$ cat config.mk
export PLATFORM = sky130hd
export DESIGN_NAME = count_wrap_monitor
export DESIGN_NICKNAME = d
export VERILOG_FILES = /design/src/rtl/count_wrap_monitor_pkg.sv /design/src/rtl/count_wrap_monitor_step_classifier.sv /design/src/rtl/count_wrap_monitor.sv
export SDC_FILE = /design/constraint.sdc
export NUM_CORES = 1
export LEC_CHECK = 0
export CORE_MARGIN = 2
export CORE_UTILIZATION = 44
export DETAILED_ROUTE_END_ITERATION = 8
export HOLD_SLACK_MARGIN = 0.03
export PLACE_DENSITY = 0.74
export SYNTH_ARGS = -nofsm -noshare
export SYNTH_HDL_FRONTEND = slang
export SYNTH_SLANG_ARGS = --single-unit
$ cat constraint.sdc
create_clock -name clk -period 8.2 [get_ports clk]
set_input_delay 1.64 -clock clk [delete_from_list [all_inputs] [get_ports clk]]
set_output_delay 1.64 -clock clk [all_outputs]
set_load 0.02 [all_outputs]
$ cat src/rtl/count_wrap_monitor_pkg.sv
// Shared encodings for the count wrap monitor: FSM states and step classes.
package count_wrap_monitor_pkg;

  typedef enum logic [1:0] {
    ST_INIT  = 2'd0,
    ST_TRACK = 2'd1,
    ST_FAULT = 2'd2
  } state_e;

  typedef enum logic [1:0] {
    STEP_HOLD = 2'd0,
    STEP_UP   = 2'd1,
    STEP_DN   = 2'd2,
    STEP_BAD  = 2'd3
  } step_e;

endpackage

$ cat src/rtl/count_wrap_monitor_step_classifier.sv
// Combinational classification of one counter step (prev -> count_in) with wrap detection.
module step_classifier
  import count_wrap_monitor_pkg::*;
#(
  parameter int WIDTH = 4
) (
  input  logic [WIDTH-1:0] prev,
  input  logic [WIDTH-1:0] count_in,
  output step_e            step,
  output logic             wrap_up,
  output logic             wrap_dn
);

  logic [WIDTH-1:0] delta;

  // NOTE: every signal written in always_comb gets a default first so no latch is inferred.
  always_comb begin
    delta = count_in - prev;
    step  = STEP_BAD;
    if (delta == '0) begin
      step = STEP_HOLD;
    end else if (delta == WIDTH'(1)) begin
      step = STEP_UP;
    end else if (delta == '1) begin
      step = STEP_DN;
    end
    wrap_up = (step == STEP_UP) && (prev == '1);
    wrap_dn = (step == STEP_DN) && (prev == '0);
  end

endmodule

$ cat src/rtl/count_wrap_monitor.sv
// Tracks an up/down counter's raw value, counts wraps into a signed epoch, flags illegal
// steps as a sticky fault and provides a hysteresis threshold flag.
module count_wrap_monitor
  import count_wrap_monitor_pkg::*;
#(
  parameter int WIDTH   = 4,
  parameter int EPOCH_W = 4,
  parameter int THR_HI  = 12,
  parameter int THR_LO  = 3
) (
  input  logic                       clk,
  input  logic                       rst_n,
  input  logic [WIDTH-1:0]           count_in,
  input  logic                       count_vld,
  input  logic                       clr,
  output logic [EPOCH_W+WIDTH-1:0]   ext_count,
  output logic [EPOCH_W-1:0]         epoch,
  output logic                       dir,
  output logic                       wrap_up,
  output logic                       wrap_dn,
  output logic                       step_err,
  output logic                       fault,
  output logic                       above
);

  localparam logic [WIDTH-1:0] THR_HI_C = WIDTH'(THR_HI);
  localparam logic [WIDTH-1:0] THR_LO_C = WIDTH'(THR_LO);

  state_e             state_q, state_d;
  logic [WIDTH-1:0]   prev_q, prev_d;
  logic [EPOCH_W-1:0] epoch_q, epoch_d;
  logic               dir_q, dir_d;
  logic               fault_q, fault_d;
  logic               above_q, above_d;
  logic               wrap_up_q, wrap_up_d;
  logic               wrap_dn_q, wrap_dn_d;
  logic               step_err_q, step_err_d;

  step_e              step;
  logic               cls_wrap_up;
  logic               cls_wrap_dn;

  step_classifier #(.WIDTH(WIDTH)) u_step_classifier (
    .prev     (prev_q),
    .count_in (count_in),
    .step     (step),
    .wrap_up  (cls_wrap_up),
    .wrap_dn  (cls_wrap_dn)
  );

  always_comb begin
    state_d    = state_q;
    prev_d     = prev_q;
    epoch_d    = epoch_q;
    dir_d      = dir_q;
    fault_d    = fault_q;
    above_d    = above_q;
    wrap_up_d  = 1'b0;
    wrap_dn_d  = 1'b0;
    step_err_d = 1'b0;

    // A clear takes priority over a coincident sample, which is dropped.
    if (clr) begin
      state_d = ST_INIT;
      prev_d  = '0;
      epoch_d = '0;
      dir_d   = 1'b0;
      fault_d = 1'b0;
      above_d = 1'b0;
    end else if (count_vld) begin
      prev_d = count_in;
      if (count_in >= THR_HI_C) begin
        above_d = 1'b1;
      end else if (count_in <= THR_LO_C) begin
        above_d = 1'b0;
      end

      unique case (state_q)
        ST_INIT: state_d = ST_TRACK;
        ST_TRACK: begin
          unique case (step)
            STEP_UP: begin
              dir_d     = 1'b1;
              wrap_up_d = cls_wrap_up;
              if (cls_wrap_up) epoch_d = epoch_q + EPOCH_W'(1);
            end
            STEP_DN: begin
              dir_d     = 1'b0;
              wrap_dn_d = cls_wrap_dn;
              if (cls_wrap_dn) epoch_d = epoch_q - EPOCH_W'(1);
            end
            STEP_HOLD: ;
            default: begin
              step_err_d = 1'b1;
              fault_d    = 1'b1;
              state_d    = ST_FAULT;
            end
          endcase
        end
        ST_FAULT: ;
        default: state_d = ST_INIT;
      endcase
    end
  end

  // NOTE: sequential state uses non-blocking assignments only, so all flops update together.
  always_ff @(posedge clk) begin
    if (!rst_n) begin
      state_q    <= ST_INIT;
      prev_q     <= '0;
      epoch_q    <= '0;
      dir_q      <= 1'b0;
      fault_q    <= 1'b0;
      above_q    <= 1'b0;
      wrap_up_q  <= 1'b0;
      wrap_dn_q  <= 1'b0;
      step_err_q <= 1'b0;
    end else begin
      state_q    <= state_d;
      prev_q     <= prev_d;
      epoch_q    <= epoch_d;
      dir_q      <= dir_d;
      fault_q    <= fault_d;
      above_q    <= above_d;
      wrap_up_q  <= wrap_up_d;
      wrap_dn_q  <= wrap_dn_d;
      step_err_q <= step_err_d;
    end
  end

  assign ext_count = {epoch_q, prev_q};
  assign epoch     = epoch_q;
  assign dir       = dir_q;
  assign wrap_up   = wrap_up_q;
  assign wrap_dn   = wrap_dn_q;
  assign step_err  = step_err_q;
  assign fault     = fault_q;
  assign above     = above_q;

endmodule

==> results.rst <==
.. list-table::
   :header-rows: 1

   * - Metric
     - Value
   * - Vias per cell
     - 5.28
   * - Slowest stage cell on the critical path
     - sky130_fd_sc_hd__a2111oi_4
   * - Count of standard-cell rows
     - 16
   * - Share of async-settable or async-resettable flops after synthesis
     - 0%
   * - Total leakage power
     - 0.492 nW
   * - Post-layout power
     - 0.167 mW
   * - Post-synth EDFFs
     - 0
   * - Sw Ratio
     - 26.9%
   * - Setup violation total in the final timing report
     - 0
   * - MaxCap Viol Count
     - 0
   * - Worst Setup End Kind
     - register
   * - Final max-slew violation count
     - 0
   * - Full die area
     - 2580 um2
   * - Kind of critical path
     - input pin to register
   * - Clock slew at the register clock pins of the worst setup and hold paths
     - 0.09 ns
   * - Netlist cell types
     - 32
   * - Number of buffers and inverters on the critical path
     - 2
   * - Arrival time at the worst endpoint
     - 4.95 ns
   * - Remaining Overflow, GRT
     - 0
   * - Global routing usage summed across all routing layers
     - 17.0%
   * - Minimum clock period after layout
     - 4.78 ns
   * - Worst min-delay path startpoint
     - fault
   * - Wirelength per Cell
     - 12.3 um
   * - Pin count of the biggest net entering global routing
     - 15
   * - Type of origin of the critical path
     - input pin
   * - Cell chain of the critical path
     - clkdlybuf4s50_1 > inv_1 > ha_1 > fa_1 > xor2_1 > or3_1 > mux2i_1 > ha_1 > nand3_2 > a2111oi_4 > a21oi_1 > a31o_1
   * - Total vias in the final route
     - 803
   * - Post-CTS sizing
     - 0
   * - Clock root buffer master
     - sky130_fd_sc_hd__clkbuf_4
   * - Number of sinks driven by the clock tree
     - 16
   * - Via count of the first global-routing pass
     - 754
   * - Largest fanout on the critical path
     - 6
   * - Period Utilization, post-route
     - 58.2%
   * - Reg2reg setup slack
     - 4.92 ns
   * - Maximum root-to-sink buffer count
     - 2
   * - Count of mapped cells out of synthesis
     - 102
   * - Worst vdd ir
     - 0.0917 mV
   * - Detailed-placement wirelength estimate
     - 1460 um
   * - Required time worst endpoint
     - 8.38 ns
   * - Initial DRC count
     - 14
   * - Dominant register cell in the synthesized netlist
     - sky130_fd_sc_hd__dfxtp_1
   * - Top Family by Delay on Critical Path
     - adder cells
   * - Final Non-Filler Cells
     - 152
   * - Worst Skew
     - 0.00675 ns
   * - Layout net count
     - 144
   * - Clock latency at the later pin of the worst-skew pair
     - 0.28 ns
   * - Post-CTS Repair Setup Buffers
     - 0
   * - Max frequency
     - 209 MHz
   * - Number of warnings printed during yosys synthesis
     - 0
   * - Clock power frac
     - 31.0%
   * - Number of antenna violations at the first check in global routing
     - 0
   * - Area of the mapped netlist
     - 963 um2
   * - Wire length of the first global-routing pass
     - 3300 um
   * - Number of antenna repair diodes
     - 0
   * - Worst setup timing slack at the placement stage
     - 3.16 ns
   * - Number of buffer cells added on primary ports
     - 25
   * - Remaining design rule violation count
     - 0
   * - Hold path endpoint
     - fault
   * - Placer's final routability congestion estimate
     - 0.804
   * - Number of buffers inserted by hold repair at cts
     - 0
   * - Synthesized area per cell
     - 9.45 um2
   * - Type of the worst min-delay path
     - register to register
   * - Status
     - completed
   * - Clock tree from TritonCTS
     - done
   * - Proportion of layout cells with a drive suffix above 1
     - 6.40%
   * - Count of boundary I/O pins
     - 26
   * - Starting density of the core
     - 47.6%
   * - Total power divided by cell area
     - 134 nW/um2
   * - Critical R2R Launch
     - prev_q[0]
   * - Count of cells along the worst hold path
     - 2
   * - Mapped Nets
     - 120
   * - Post-Route Setup TNS
     - 0 ns
   * - Int Power
     - 0.122 mW
   * - Gate power share
     - 20.9%
   * - Top cell by count, worst path
     - sky130_fd_sc_hd__ha_1
   * - Standard cell core area
     - 2020 um2
   * - Psw
     - 0.0449 mW
   * - Worst slew margin relative to its limit
     - 63.6%
   * - DRT Wirelength
     - 1870 um
   * - X dimension of the die
     - 50.8 um
   * - Level count of the clock H-tree
     - 1
   * - Cell count after placement
     - 148
   * - Yosys top cell area share
     - 33.2%
   * - Number of nets with antenna violations after routing
     - 0
   * - Setup repair after global routing missed its margin
     - no
   * - Tightest Pin Transition
     - 0.546 ns
   * - Endpoint of the lowest-slack register-to-register path
     - epoch[2]
   * - Layout area overhead
     - 29.2%
   * - Worst reg2reg path depth
     - 9
   * - Iteration count of the initial detailed-routing pass
     - 4
   * - Top post-synthesis cells by area
     - sky130_fd_sc_hd__dfxtp_1, sky130_fd_sc_hd__ha_1, sky130_fd_sc_hd__mux2i_1, sky130_fd_sc_hd__nor2_1, sky130_fd_sc_hd__a21oi_1
   * - Timing startpoint of the critical path
     - count_in[0]
   * - Final Worst Setup Slack
     - 3.42 ns
   * - Height of the die
     - 50.8 um
   * - FF+latch count, synth
     - 16
   * - Final hold violation count
     - 0
   * - Sequential Power Share
     - 48.1%
   * - Worst stage delay on the critical path
     - 0.57 ns
   * - Sequential fraction of the synthesis area
     - 33.2%
   * - CTS buffer count
     - 3
   * - Library cell occupying the most area in the post-synthesis netlist
     - sky130_fd_sc_hd__dfxtp_1
stage by stage:
stage | hold slack [ns] | area [um2] | util (%)
global route | 0.535 | 1240 | 61.6
detailed placement | 0.470 | 1210 | 59.8
CTS | 0.494 | 1240 | 61.6
global placement | 0.472 | 1210 | 59.8
finish | 0.493 | 1240 | 61.6
floorplan | 0.484 | 963 | -
flip-flops by register name, indices dropped and copies added, names as in the netlist:
name and count:
wrap_dn 1, step_err 1, epoch 4, prev_q 4, state_q 2, fault 1
wrap_up 1, dir 1, above 1
metal layers:
layer  global-route usage [%]  part of all wire [%]  up-vias
met4                     6.76                  0.80        0
met2                     26.8                    48       25
li1                         -                     -      398
met3                     4.17                   5.1        2
met1                     22.2                    47      378
met5                        0                     0        -
worst register-to-register path: stages (launching register included):
cell and delay (ns):
sky130_fd_sc_hd__dfxtp_1 0.44, sky130_fd_sc_hd__ha_1 0.24, sky130_fd_sc_hd__fa_1 0.47, sky130_fd_sc_hd__or3_1 0.40, sky130_fd_sc_hd__mux2i_1 0.21, sky130_fd_sc_hd__ha_1 0.35, sky130_fd_sc_hd__nand3_2 0.16, sky130_fd_sc_hd__a2111oi_4 0.57
sky130_fd_sc_hd__a21oi_1 0.13, sky130_fd_sc_hd__a31o_1 0.21
cell usage after synthesis, drive strengths merged (2+ instances only):
master / instances
a21oi: 8
a31o: 2
and3: 2
and4: 2
buf: 5
dfxtp: 16
ha: 9
inv: 5
mux2i: 9
nand2: 5
nand3: 3
nor2: 12
nor2b: 2
o21ai: 3
xnor2: 3
xor2: 3
layout by cell type, fill, tap and decap left out, types with 3 or more instances in the layout:
cell / netlist / layout
sky130_fd_sc_hd__o21ai_0: 3 / 3
sky130_fd_sc_hd__xnor2_1: 3 / 3
sky130_fd_sc_hd__nand2_1: 5 / 5
sky130_fd_sc_hd__mux2i_1: 8 / 8
sky130_fd_sc_hd__inv_1: 5 / 5
sky130_fd_sc_hd__clkbuf_4: 0 / 3
sky130_fd_sc_hd__nor2_1: 12 / 12
sky130_fd_sc_hd__a21oi_1: 8 / 8
sky130_fd_sc_hd__dfxtp_1: 16 / 16
sky130_fd_sc_hd__clkdlybuf4s50_1: 0 / 25
sky130_fd_sc_hd__ha_1: 9 / 9
sky130_fd_sc_hd__xor2_1: 3 / 3
power groups by stage:
stage	Combinational (mW)	Clock (mW)	Sequential, mW
after floorplan	0.0235	0	0.0831
after global placement	0.0343	0	0.0821
after detailed placement	0.0349	0	0.0822
after CTS	0.0352	0.0534	0.0804
after global routing	0.0388	0.0575	0.0806
final	0.0349	0.0518	0.0804
cells by family (layout without fill, tap and decap cells):
kind of cell | Yosys count | in the layout | synth area share (%)
and+or+nand+nor | 33 | 33 | 18.6
AOI/OAI and AO/OA | 16 | 16 | 12.1
DFF | 16 | 16 | 33.2
buffers and inverters | 11 | 34 | 5.97
adders and majority gates | 10 | 10 | 13.8
muxes | 10 | 10 | 10.9
xor gates and xnor gates | 6 | 6 | 5.46
how the worst max path moves through the flow:
stage	end	slack (ns)	depth (start not counted)
6_report	epoch[2]	3.42	12
3_5_place_dp	epoch[2]	3.16	12
3_3_place_gp	epoch[2]	3.29	12
5_1_grt	epoch[2]	3.24	12
2_1_floorplan	epoch[2]	3.88	11
4_1_cts	epoch[2]	3.44	12
area by class of cell:
| class | count | area (um2) |
|---|---|---|
| clock buffer | 4 | 36.3 |
| fill | 184 | 777 |
| inverter | 5 | 18.8 |
| multi-input combinational | 75 | 586 |
| sequential | 16 | 320 |
| tap | 27 | 33.8 |
| timing repair buffer | 25 | 250 |
No activity file was read; power rests on OpenSTA's default activity.
